File: src/rtl/mem_port_arbiter.sv
// Arbitrates fetch and execute requesters onto one synchronous single-port memory.
// Define MEM_ARB_STARVE_GUARD_EN to let fetch win after STARVE_LIMIT denied cycles.
module mem_port_arbiter #(
  parameter int unsigned STARVE_LIMIT = 3
) (
  input  logic        clk,
  input  logic        rst,
  input  logic        if_req,
  input  logic [7:0]  if_addr,
  output logic        if_gnt,
  output logic [15:0] if_rdata,
  output logic        if_valid,
  input  logic        ex_req,
  input  logic        ex_we,
  input  logic [7:0]  ex_addr,
  input  logic [15:0] ex_wdata,
  output logic        ex_gnt,
  output logic [15:0] ex_rdata,
  output logic        ex_valid,
  output logic        mem_en,
  output logic        mem_we,
  output logic [7:0]  mem_addr,
  output logic [15:0] mem_wdata,
  input  logic [15:0] mem_rdata
);

  typedef enum logic [1:0] {IDLE, WAIT_EX, WAIT_IF} stateT;

  stateT state;
  logic  fetchWins;
  logic  inIdle;

  assign inIdle = (state == IDLE) && !rst;

`ifdef MEM_ARB_STARVE_GUARD_EN
  localparam int unsigned CntW = $clog2(STARVE_LIMIT + 2);

  logic [CntW-1:0] starveCnt;

  assign fetchWins = if_req && (!ex_req || (starveCnt == CntW'(STARVE_LIMIT)));

  // Only IDLE cycles with a pending, ungranted fetch count as denied.
  always_ff @(posedge clk or posedge rst) begin
    if (rst) begin
      starveCnt <= '0;
    end else if (!if_req || if_gnt) begin
      starveCnt <= '0;
    end else if ((state == IDLE) && (starveCnt != CntW'(STARVE_LIMIT))) begin
      starveCnt <= starveCnt + 1'b1;
    end
  end
`else
  assign fetchWins = if_req && !ex_req;
`endif

  always_comb begin
    if_gnt    = inIdle && fetchWins;
    ex_gnt    = inIdle && ex_req && !fetchWins;
    mem_en    = if_gnt || ex_gnt;
    mem_we    = ex_gnt && ex_we;
    mem_addr  = 8'h00;
    mem_wdata = 16'h0000;
    if (ex_gnt) begin
      mem_addr  = ex_addr;
      mem_wdata = ex_wdata;
    end else if (if_gnt) begin
      mem_addr  = if_addr;
    end
  end

  // Read data is captured on leaving WAIT_*, so the valid pulse lands in the
  // IDLE cycle that can issue the next grant.
  always_ff @(posedge clk or posedge rst) begin
    if (rst) begin
      state    <= IDLE;
      if_valid <= 1'b0;
      ex_valid <= 1'b0;
      if_rdata <= 16'h0000;
      ex_rdata <= 16'h0000;
    end else begin
      if_valid <= 1'b0;
      ex_valid <= 1'b0;
      unique case (state)
        IDLE: begin
          if (ex_gnt && !ex_we) begin
            state <= WAIT_EX;
          end else if (if_gnt) begin
            state <= WAIT_IF;
          end
        end
        WAIT_EX: begin
          ex_rdata <= mem_rdata;
          ex_valid <= 1'b1;
          state    <= IDLE;
        end
        WAIT_IF: begin
          if_rdata <= mem_rdata;
          if_valid <= 1'b1;
          state    <= IDLE;
        end
        default: state <= IDLE;
      endcase
    end
  end

endmodule

File: config.mk
export PLATFORM = sky130hd
export DESIGN_NAME = mem_port_arbiter
export DESIGN_NICKNAME = d
export VERILOG_FILES = /design/src/rtl/mem_port_arbiter.sv
export SDC_FILE = /design/constraint.sdc
export NUM_CORES = 1
export LEC_CHECK = 0
export BUFFER_PORTS_ARGS = -buffer_cell sky130_fd_sc_hd__buf_4
export CAP_MARGIN = 5
export CORE_AREA = 2 2 66 68
export CTS_CLUSTER_SIZE = 20
export DETAILED_ROUTE_END_ITERATION = 6
export DIE_AREA = 0 0 68 70
export PLACE_DENSITY = 0.88
export SLEW_MARGIN = 20
export SYNTH_ARGS = -nofsm -noshare
export SYNTH_HDL_FRONTEND = slang
export SYNTH_SLANG_ARGS = --single-unit
File: constraint.sdc
create_clock -name clk -period 2.2 [get_ports clk]
set_clock_uncertainty 0.15 [all_clocks]
set_input_delay 0.11 -clock clk [delete_from_list [all_inputs] [get_ports clk]]
set_output_delay 0.11 -clock clk [all_outputs]
set_load 0.02 [all_outputs]
==> run summary, run 1 <==
PortBufs - 114
EDFF count, synth - 0
Final Max Slew Viols - 0
ant diodes - 0
status - finished, final reports clean
Slew @ Worst Pin - 519.4 ps
DRC Markers - 0
fraction of layout cells with a size suffix above 1 - 60.38%
register cell area after layout - 900.9 sq um
Adder-Cell Fraction of Synth Area - 0%
root buffer cell - clkbuf_8
kind of critical path - flip-flop to output pin
# hold bufs at CTS - 19
first-pass GRT wire length - 7.203 mm
final net count - 317
Die W - 68 um
post-synthesis async set-or-reset flop share - 100.0%
mux contribution to synthesized area - 24.45%
routed vias - 1531
period utilization - 84.42%
total wire length - 4.505 mm
synthesis-stage register bit count - 36
setup_tns - 0 ps
relative slew slack - 65.26%
Rows - 24
maxcap violations - 0
post-route ant nets - 0
initial core utilization - 42.24%
P per Cell Area - 803.2 mW/mm^2
Synth Area in Simple Gates - 15.87%
Area growth syn-to-layout - 65.55%
count of cells resized by post-cts repair - 0
Max clock buf depth - 2
CORE AREA - 0.004144 sq mm
final setup vio count - 0
RePlAce Congestion - 0.7201
CTS tree - built
peak supply drop - 278.7 uV
combinational family with the most area after synthesis - multiplexers
clock-pin slew on the worst setup and hold paths - 70 ps
First DRT Iteration DRCs - 75
vias in the first global route - 1626
Synth Area in XOR/XNOR - 0%
Ys Warns - 0
Main synth FF type - dfrtp_1
Placed Instances - 290
synth top area cells - dfrtp_1, mux2_4, mux2_2
minimum clock period - 1857 ps
H-Tree Depth - 2
antenna violations before repair - 0
Hold WC Path Type - input port to flip-flop
RSZ-0062 raised after global routing - no
Clk Latency, worst-skew pair - 280 ps
Static Leak - 0.001523 uW
fmax - 538.4 MHz
Synth Area in Compound Gates - 2.287%
DR vias/cell - 4.830
HPWL Detailed - 3.271 mm
Post-CTS Setup Bufs - 0
post-route cell area - 0.002898 sq mm
Multi-input gate area - 748.2 sq um
post-synth cell types - 19
WL/cell - 14.21 um
Post-synth top cells - dfrtp_1, mux2_4, and3_1
io pins - 115
CP max FO - 18
sequential share of the synthesized area - 51.47%
Die Ht - 70 um
global route total overflow - 0
count leader, synth - dfrtp_1
fillers - 316
Tot GR Track Use - 19.99%
Power Total - 2327 uW
CTS buffer count - 5
Critical Path End Type - output pin
Synth Net Count - 185
Yosys top cell area share - 51.47%
mapped cell area - 0.001750 sq mm
Data required, critical path - 1940 ps
Startpoint Class - flip-flop
Mapped Cells - 132
Avg Cell Area, Syn - 13.26 sq um
die area - 0.004760 sq mm
post-route insts no fill - 317
Fin. Hold Viols - 0
CP Data Arrival Time - 1600 ps
Num Clock Sinks - 36
largest net degree at the start of global routing - 39
router iterations before antenna repair - 2
Placed Instance Area - 0.002600 sq mm
cell taking the most area after synthesis - dfrtp_1
==> layout make-up <==
cell class	count	area share (%)
Sequential cell	36	31.09
Inverter	2	0.2591
Clock buffer	6	2.504
Tap cell	52	2.245
Multi-Input combinational cell	83	25.82
Clock inverter	2	1.209
Timing Repair Buffer	136	36.87
==> per-stage QoR <==
step                      utilization (%)  hold WS (ps)  setup WS (ps)
after global routing                69.93         98.19          229.3
after global placement              62.74        -143.5          667.0
after floorplan                         -         23.03          573.0
after CTS                           69.93         42.34          329.3
final                               69.93         54.63          342.8
after detailed placement            62.74        -133.8          661.4
==> routing by layer <==
metal / track usage [%] / part of all wire, % / vias up
li1: - / - / 722
met1: 23.59 / 39 / 715
met2: 35.28 / 51 / 87
met3: 4.348 / 9.1 / 7
met4: 6.000 / 1.4 / 0
met5: 0 / 0 / -
==> worst max-delay path, stage by stage (launching register included) <==
cell,delay [ps]
dfrtp_1,440
nor3_4,490
and3_1,240
buf_4,140
==> sequential cells by signal, summed over array words and instances (netlist names) <==
signal,flops
ex_rdata,16
if_rdata,16
state,2
ex_valid,1
if_valid,1
==> power breakdown <==
part	leakage [uW]	internal, uW	switching, uW
clock network	0.0000552	336	226
registers	0.000431	809	89.7
logic	0.00104	466	401
==> cells by family after synthesis <==
logic type | count (synthesis)
and+or+nand+nor | 43
DFF | 36
muxes | 32
buffers and inverters | 13
AOI/OAI and AO/OA | 8
==> path summary, 6_finish.rpt <==
check                               end  slack [ps]    startpoint  depth (start not counted)
max                        mem_wdata[9]         340      state[0]                          3
min                            state[1]          50        ex_req                          2
max reg2reg                if_rdata[15]         700      state[1]                          3
min reg2reg                ex_rdata[15]         360  ex_rdata[15]                          1
max in group asynchronous  if_rdata[12]        1160           rst                          4
min in group asynchronous      state[0]         130           rst                          3
==> layout by cell type (no fill, tap or decap), types with 2 or more instances in the layout <==
cell type,Yosys,final
a21oi_1,8,8
and3_1,17,17
buf_4,0,117
clkbuf_8,0,5
dfrtp_1,36,36
dlygate4sd3_1,0,19
inv_1,2,2
mux2_2,14,14
mux2_4,18,18
nand2_1,8,8
nand3b_1,8,8
nor2_1,2,2
nor3b_1,2,2
Note: power is estimated with default switching activity, not from simulation.
==> run 2: changes to the inputs <==
--- a/config.mk
+++ b/config.mk
@@ -5,13 +5,14 @@
 export SDC_FILE = /design/constraint.sdc
 export NUM_CORES = 1
 export LEC_CHECK = 0
+export ABC_AREA = 1
 export BUFFER_PORTS_ARGS = -buffer_cell sky130_fd_sc_hd__buf_4
 export CAP_MARGIN = 5
-export CORE_AREA = 2 2 66 68
+export CORE_AREA = 2 2 68 70
 export CTS_CLUSTER_SIZE = 20
 export DETAILED_ROUTE_END_ITERATION = 6
-export DIE_AREA = 0 0 68 70
-export PLACE_DENSITY = 0.88
+export DIE_AREA = 0 0 70 72
+export PLACE_DENSITY = 0.84
 export SLEW_MARGIN = 20
 export SYNTH_ARGS = -nofsm -noshare
 export SYNTH_HDL_FRONTEND = slang
==> constraint.sdc (replaced) <==
create_clock -name clk -period 1.8 [get_ports clk]
set_clock_uncertainty 0.15 [all_clocks]
set_input_delay 0.09 -clock clk [delete_from_list [all_inputs] [get_ports clk]]
set_output_delay 0.09 -clock clk [all_outputs]
set_load 0.02 [all_outputs]
==> run 2 against run 1 <==
Effect of this change:
- setup slack got worse by 220 ps
- final cell count grew 23%
- clock-buffer cell count rose by 1
- register-to-register slack worse by 540 ps
- routed wire length increased by 2.8%
- clock power grew 34%
- sequential power rose by 20%
- sequential share of layout area down 0.58 points
- combinational power grew 13%
- synthesized cell count increased by 53%
- critical path type unchanged
- critical endpoint is now mem_addr[0]
- largest cell class unchanged
- highest routed layer unchanged
==> run summary, run 2 <==
Main synth FF type - dfrtp_1
DRC Markers - 0 (unchanged)
PortBufs - 114 (unchanged)
Clk Latency, worst-skew pair - 270 ps (about the same)
die area - 0.005040 sq mm (+5.9%)
CORE AREA - 0.004264 sq mm (+2.9%)
CP Data Arrival Time - 1440 ps (-160 ps)
Slew @ Worst Pin - 465.6 ps (-53.83 ps)
status - finished, final reports clean
Fin. Hold Viols - 0 (unchanged)
Multi-input gate area - 606.8 sq um (-19%)
WL/cell - 11.88 um (-16%)
P per Cell Area - 951.5 mW/mm^2 (+18%)
Area growth syn-to-layout - 68.45%
ant diodes - 0 (unchanged)
post-synth cell types - 18 (-1)
clock-pin slew on the worst setup and hold paths - 70 ps (about the same)
Rows - 24 (unchanged)
EDFF count, synth - 0 (unchanged)
HPWL Detailed - 3.294 mm (+0.68%)
Data required, critical path - 1560 ps (-380 ps)
first-pass GRT wire length - 7.527 mm (+4.5%)
commonest non-fill, non-tap cell in the layout - buf_4
relative slew slack - 68.84% (+3.6 points)
kind of critical path - flip-flop to output pin
Max clock buf depth - 2 (unchanged)
setup_tns - 0 ps (unchanged)
RSZ-0062 raised after global routing - no
Power Total - 2810 uW (+21%)
minimum clock period - 1678 ps
Tot GR Track Use - 18.65% (-1.3 points)
Mapped Cells - 202 (+53%)
period utilization - 93.22%
CP max FO - 9 (-9)
Critical Path End Type - output pin
mapped cell area - 0.001753 sq mm (+0.14%)
Synth Net Count - 255 (+38%)
Final Max Slew Viols - 0 (unchanged)
register cell area after layout - 900.9 sq um (unchanged)
CTS buffer count - 5 (unchanged)
total wire length - 4.633 mm (+2.8%)
fmax - 596.0 MHz
root buffer cell - clkbuf_8
First DRT Iteration DRCs - 81 (+8.0%)
post-route ant nets - 0 (unchanged)
antenna violations before repair - 0 (unchanged)
initial core utilization - 41.11% (-1.1 points)
Die Ht - 72 um (+2.9%)
Num Clock Sinks - 36 (unchanged)
routed vias - 1795 (+17%)
Startpoint Class - flip-flop
CTS tree - built
cell taking the most area after synthesis - dfrtp_1
synth top area cells - dfrtp_1, nand2_1, inv_1
RePlAce Congestion - 0.7109 (-1.3%)
Ys Warns - 0 (unchanged)
vias in the first global route - 1774 (+9.1%)
router iterations before antenna repair - 4 (+2)
global route total overflow - 0 (unchanged)
io pins - 115 (unchanged)
Die W - 70 um (+2.9%)
Top Registers - ex_rdata: 16 flops, if_rdata: 16 flops, state: 2 flops
H-Tree Depth - 2 (unchanged)
fraction of layout cells with a size suffix above 1 - 44.67% (-16 points)
count leader, synth - nand2_1
largest net degree at the start of global routing - 37 (-5.1%)
maxcap violations - 0 (unchanged)
Hold WC Path Type - input port to async pin
post-synthesis async set-or-reset flop share - 100.0% (unchanged)
DR vias/cell - 4.603 (-4.7%)
fillers - 333 (+5.4%)
Static Leak - 0.001693 uW (+11%)
Yosys top cell area share - 51.39% (-0.073 points)
sequential share of the synthesized area - 51.39% (-0.073 points)
Post-synth top cells - nand2_1, inv_1, dfrtp_1
peak supply drop - 484.0 uV (+74%)
most frequent cells in the layout - buf_4, nand2_1, inv_1, dfrtp_1
Avg Cell Area, Syn - 8.678 sq um (-35%)
synthesis-stage register bit count - 36 (unchanged)
final net count - 390 (+23%)
final setup vio count - 0 (unchanged)
==> run 2: changes by cell type after synthesis, sizes merged, moves of 3 or more <==
cell and change:
nand3b -8, nor2 +18, and3 -17, o21ai +32, mux2 -32, clkbuf -4
inv +38, a21oi -7, buf +4, nand4 +16, nand2 +34, nor3b -3
==> run 2: routing by layer <==
| layer | vias up | GRT usage, % | wire length, um | part of all wire (%) |
|---|---|---|---|---|
| met5 | - | 0 | 0 | 0 |
| met4 | 0 | 8.120 | 81 | 1.7 |
| met3 | 7 | 5.694 | 424 | 9.2 |
| met2 | 85 | 35.03 | 2441 | 53 |
| met1 | 805 | 19.22 | 1685 | 36 |
| li1 | 898 | - | - | - |
==> run 2: what timing repair did <==
| action | in CTS | in global routing |
|---|---|---|
| resized for setup | 0 | 0 |
| buffers inserted | 2 | 0 |
| hold buffers | 19 | 0 |
| endpoints found under the setup margin | 19 | 0 |
| endpoints found under the hold margin | 33 | 0 |
==> run 2: critical path, cell delays in order, from the launching register on <==
cell and delay [ps]:
dfrtp_1 410, nor2_4 190, buf_4 190, nand4_1 90
nand2_1 130, buf_4 150
==> run 2: path summary, 6_finish.rpt <==
check | from | end | slack [ps] | cells past startpoint
worst max-delay path | state[1] | mem_addr[0] | 120 | 5
worst min-delay path | rst | if_rdata[1] | 40 | 3
worst max register to register | state[1] | state[1] | 160 | 4
worst min register to register | ex_rdata[8] | ex_rdata[8] | 340 | 2
max in group asynchronous | rst | if_rdata[13] | 1130 | 3
min in group clk | ex_req | state[0] | 140 | 3
==> run 2: cell type report <==
cell class	instances	area share, %
Clock inverter	1	1.017
Timing Repair Buffer	139	37.37
Multi-Input combinational cell	115	20.55
Clock buffer	7	3.263
Sequential cell	36	30.51
Inverter	40	5.085
Tap cell	52	2.203
==> run 2: where the power goes <==
| group | internal [uW] | switching (uW) | leakage [uW] | total (uW) |
|---|---|---|---|---|
| logic | 454 | 526 | 0.00118 | 980 |
| clock network | 488 | 264 | 0.0000645 | 753 |
| registers | 974 | 102 | 0.000446 | 1080 |
==> run 2: cells by family after synthesis <==
logic type             share of synthesized area [%]
AOI/OAI and AO/OA                              12.85
buffers and inverters                          13.99
DFF                                            51.39
and+or+nand+nor                                21.77
==> run 2: metrics by stage <==
stage | utilization, % | std cells | setup slack, ps | instance area, sq um | hold WS (ps)
after detailed placement | 61.47 | 361 | 203.4 | 2621 | 118.8
after floorplan | - | 202 | 347.4 | 1753 | 6.409
after global placement | 61.47 | 361 | 244.7 | 2621 | 108.1
after CTS | 69.25 | 390 | 141.7 | 2953 | 44.05
after global routing | 69.25 | 390 | 25.71 | 2953 | 109.8
final | 69.25 | 390 | 122.0 | 2953 | 42.83
==> run 3: changes to the inputs <==
--- a/config.mk
+++ b/config.mk
@@ -13,6 +13,7 @@
 export DETAILED_ROUTE_END_ITERATION = 6
 export DIE_AREA = 0 0 70 72
 export PLACE_DENSITY = 0.84
+export RECOVER_POWER = 25
 export SLEW_MARGIN = 20
 export SYNTH_ARGS = -nofsm -noshare
 export SYNTH_HDL_FRONTEND = slang
==> run 3 against run 2 <==
Effect of this change:
- final cell count did not move
- sequential power is essentially flat
- power hardly changed
- clock power about the same
- combinational power about the same
- global-route usage unchanged
- routed wire length about the same
- largest power group unchanged
==> run summary, run 3 (synthesis gave the netlist of run 2 again) <==
count of cells resized by post-cts repair - 0 (unchanged)
antenna violations before repair - 0 (unchanged)
Max clock buf depth - 2 (unchanged)
peak supply drop - 483.8 uV (about the same)
most used cell along the critical path - buf_4
first-pass GRT wire length - 7.527 mm (unchanged)
critical path cell sequence - nor2_4 > buf_4 > nand4_1 > nand2_1 > buf_4
CP max-delay cell - dfrtp_1
P per Cell Area - 951.6 mW/mm^2 (about the same)
root buffer cell - clkbuf_8
PortBufs - 114 (unchanged)
commonest non-fill, non-tap cell in the layout - buf_4
ant diodes - 0 (unchanged)
Die W - 70 um (unchanged)
Critical Path End Type - output pin
Slew @ Worst Pin - 865.5 ps (+399.9 ps)
First DRT Iteration DRCs - 107 (+32%)
relative slew slack - 42.30% (-27 points)
final net count - 390 (unchanged)
Area growth syn-to-layout - 68.31% (about the same)
HPWL Detailed - 3.294 mm (unchanged)
Tot GR Track Use - 18.65% (unchanged)
Final Max Slew Viols - 0 (unchanged)
final setup vio count - 0 (unchanged)
CP Data Arrival Time - 1420 ps (-20 ps)
Hold WC Path Type - input port to flip-flop
initial core utilization - 41.11% (unchanged)
minimum clock period - 1662 ps (-16.13 ps)
status - finished, final reports clean
CTS buffer count - 5 (unchanged)
vias in the first global route - 1774 (unchanged)
CP max FO - 9 (unchanged)
die area - 0.005040 sq mm (unchanged)
kind of critical path - flip-flop to output pin
maxcap violations - 0 (unchanged)
Top Registers - ex_rdata: 16 flops, if_rdata: 16 flops, state: 2 flops
fraction of layout cells with a size suffix above 1 - 44.38% (-0.30 points)
H-Tree Depth - 2 (unchanged)
setup ws final - 138.2 ps (+16.13 ps)
post-route ant nets - 0 (unchanged)
Critical Path Max Stage Delay - 410 ps (about the same)
RSZ-0062 raised after global routing - no
CORE AREA - 0.004264 sq mm (unchanged)
period utilization - 92.32% (-0.90 points)
setup_tns - 0 ps (unchanged)
Rows - 24 (unchanged)
global route total overflow - 0 (unchanged)
most frequent cells in the layout - buf_4, nand2_1, inv_1, dfrtp_1
Startpoint Class - flip-flop
total wire length - 4.630 mm (about the same)
DRC Markers - 0 (unchanged)
router iterations before antenna repair - 4 (unchanged)
Static Leak - 0.001693 uW (about the same)
CTS tree - built
Clk Latency, worst-skew pair - 270 ps (about the same)
fillers - 334 (+0.30%)
io pins - 115 (unchanged)
Fin. Hold Viols - 0 (unchanged)
Data required, critical path - 1560 ps (about the same)
largest net degree at the start of global routing - 37 (unchanged)
Num Clock Sinks - 36 (unchanged)
post-layout util - 69.19% (about the same)
Top Family by Delay on Critical Path - flip-flops
fmax - 601.7 MHz (+0.97%)
routed vias - 1799 (+0.22%)
Die Ht - 72 um (unchanged)
clock-pin slew on the worst setup and hold paths - 60 ps (about the same)
DR vias/cell - 4.613 (+0.22%)
RePlAce Congestion - 0.7109 (unchanged)
Multi-input gate area - 606.8 sq um (unchanged)
worst path bufs/invs - 2 (unchanged)
WL/cell - 11.87 um (about the same)
Power Total - 2807 uW (about the same)
dpl ws - 203.4 ps (unchanged)
register cell area after layout - 900.9 sq um (unchanged)
## run 3: area by class of cell
class / count / share of cell area (%)
Tap cell: 52 / 2.205
Multi-Input combinational cell: 115 / 20.57
Clock buffer: 7 / 3.265
Inverter: 40 / 5.089
Clock inverter: 1 / 1.018
Sequential cell: 36 / 30.53
Timing Repair Buffer: 139 / 37.32
## run 3: final timing paths
kind / from / endpoint / slack, ps / cells past startpoint
setup / recovery: state[1] / mem_addr[0] / 140 / 5
hold / removal: ex_req / state[0] / 140 / 3
setup reg to reg: state[1] / state[1] / 150 / 4
hold reg to reg: ex_rdata[8] / ex_rdata[8] / 340 / 2
max in group asynchronous: rst / if_rdata[13] / 540 / 3
min in group asynchronous: rst / if_rdata[1] / 410 / 3
## run 3: metal layers
layer	GRT usage, %	vias to the layer above	part of all wire, %
met5	0	-	0
met4	8.120	0	1.7
met1	19.22	807	37
li1	-	900	-
met3	5.694	7	9.1
met2	35.03	85	53
## run 3: stage by stage
step	hold slack (ps)	cell area, sq um	cells
3_5_place_dp	118.8	2621	361
4_1_cts	44.05	2953	390
2_1_floorplan	6.409	1753	202
6_report	143.4	2950	390
5_1_grt	152.2	2950	390
3_3_place_gp	108.1	2621	361
## run 3: tightest hold or removal path: stages
cell and delay, ps:
buf_4 160, nand3_4 200, nor2_1 70
## run 3: timing repair
action | CTS | global route
setup endpoints to repair | 19 | 0
setup buffers | 2 | 0
hold buffers | 19 | 0
hold endpoints to repair | 33 | 0
## run 3: power by group
| part | switching, uW | internal, uW |
|---|---|---|
| registers | 102 | 974 |
| logic | 526 | 453 |
| clock network | 264 | 488 |
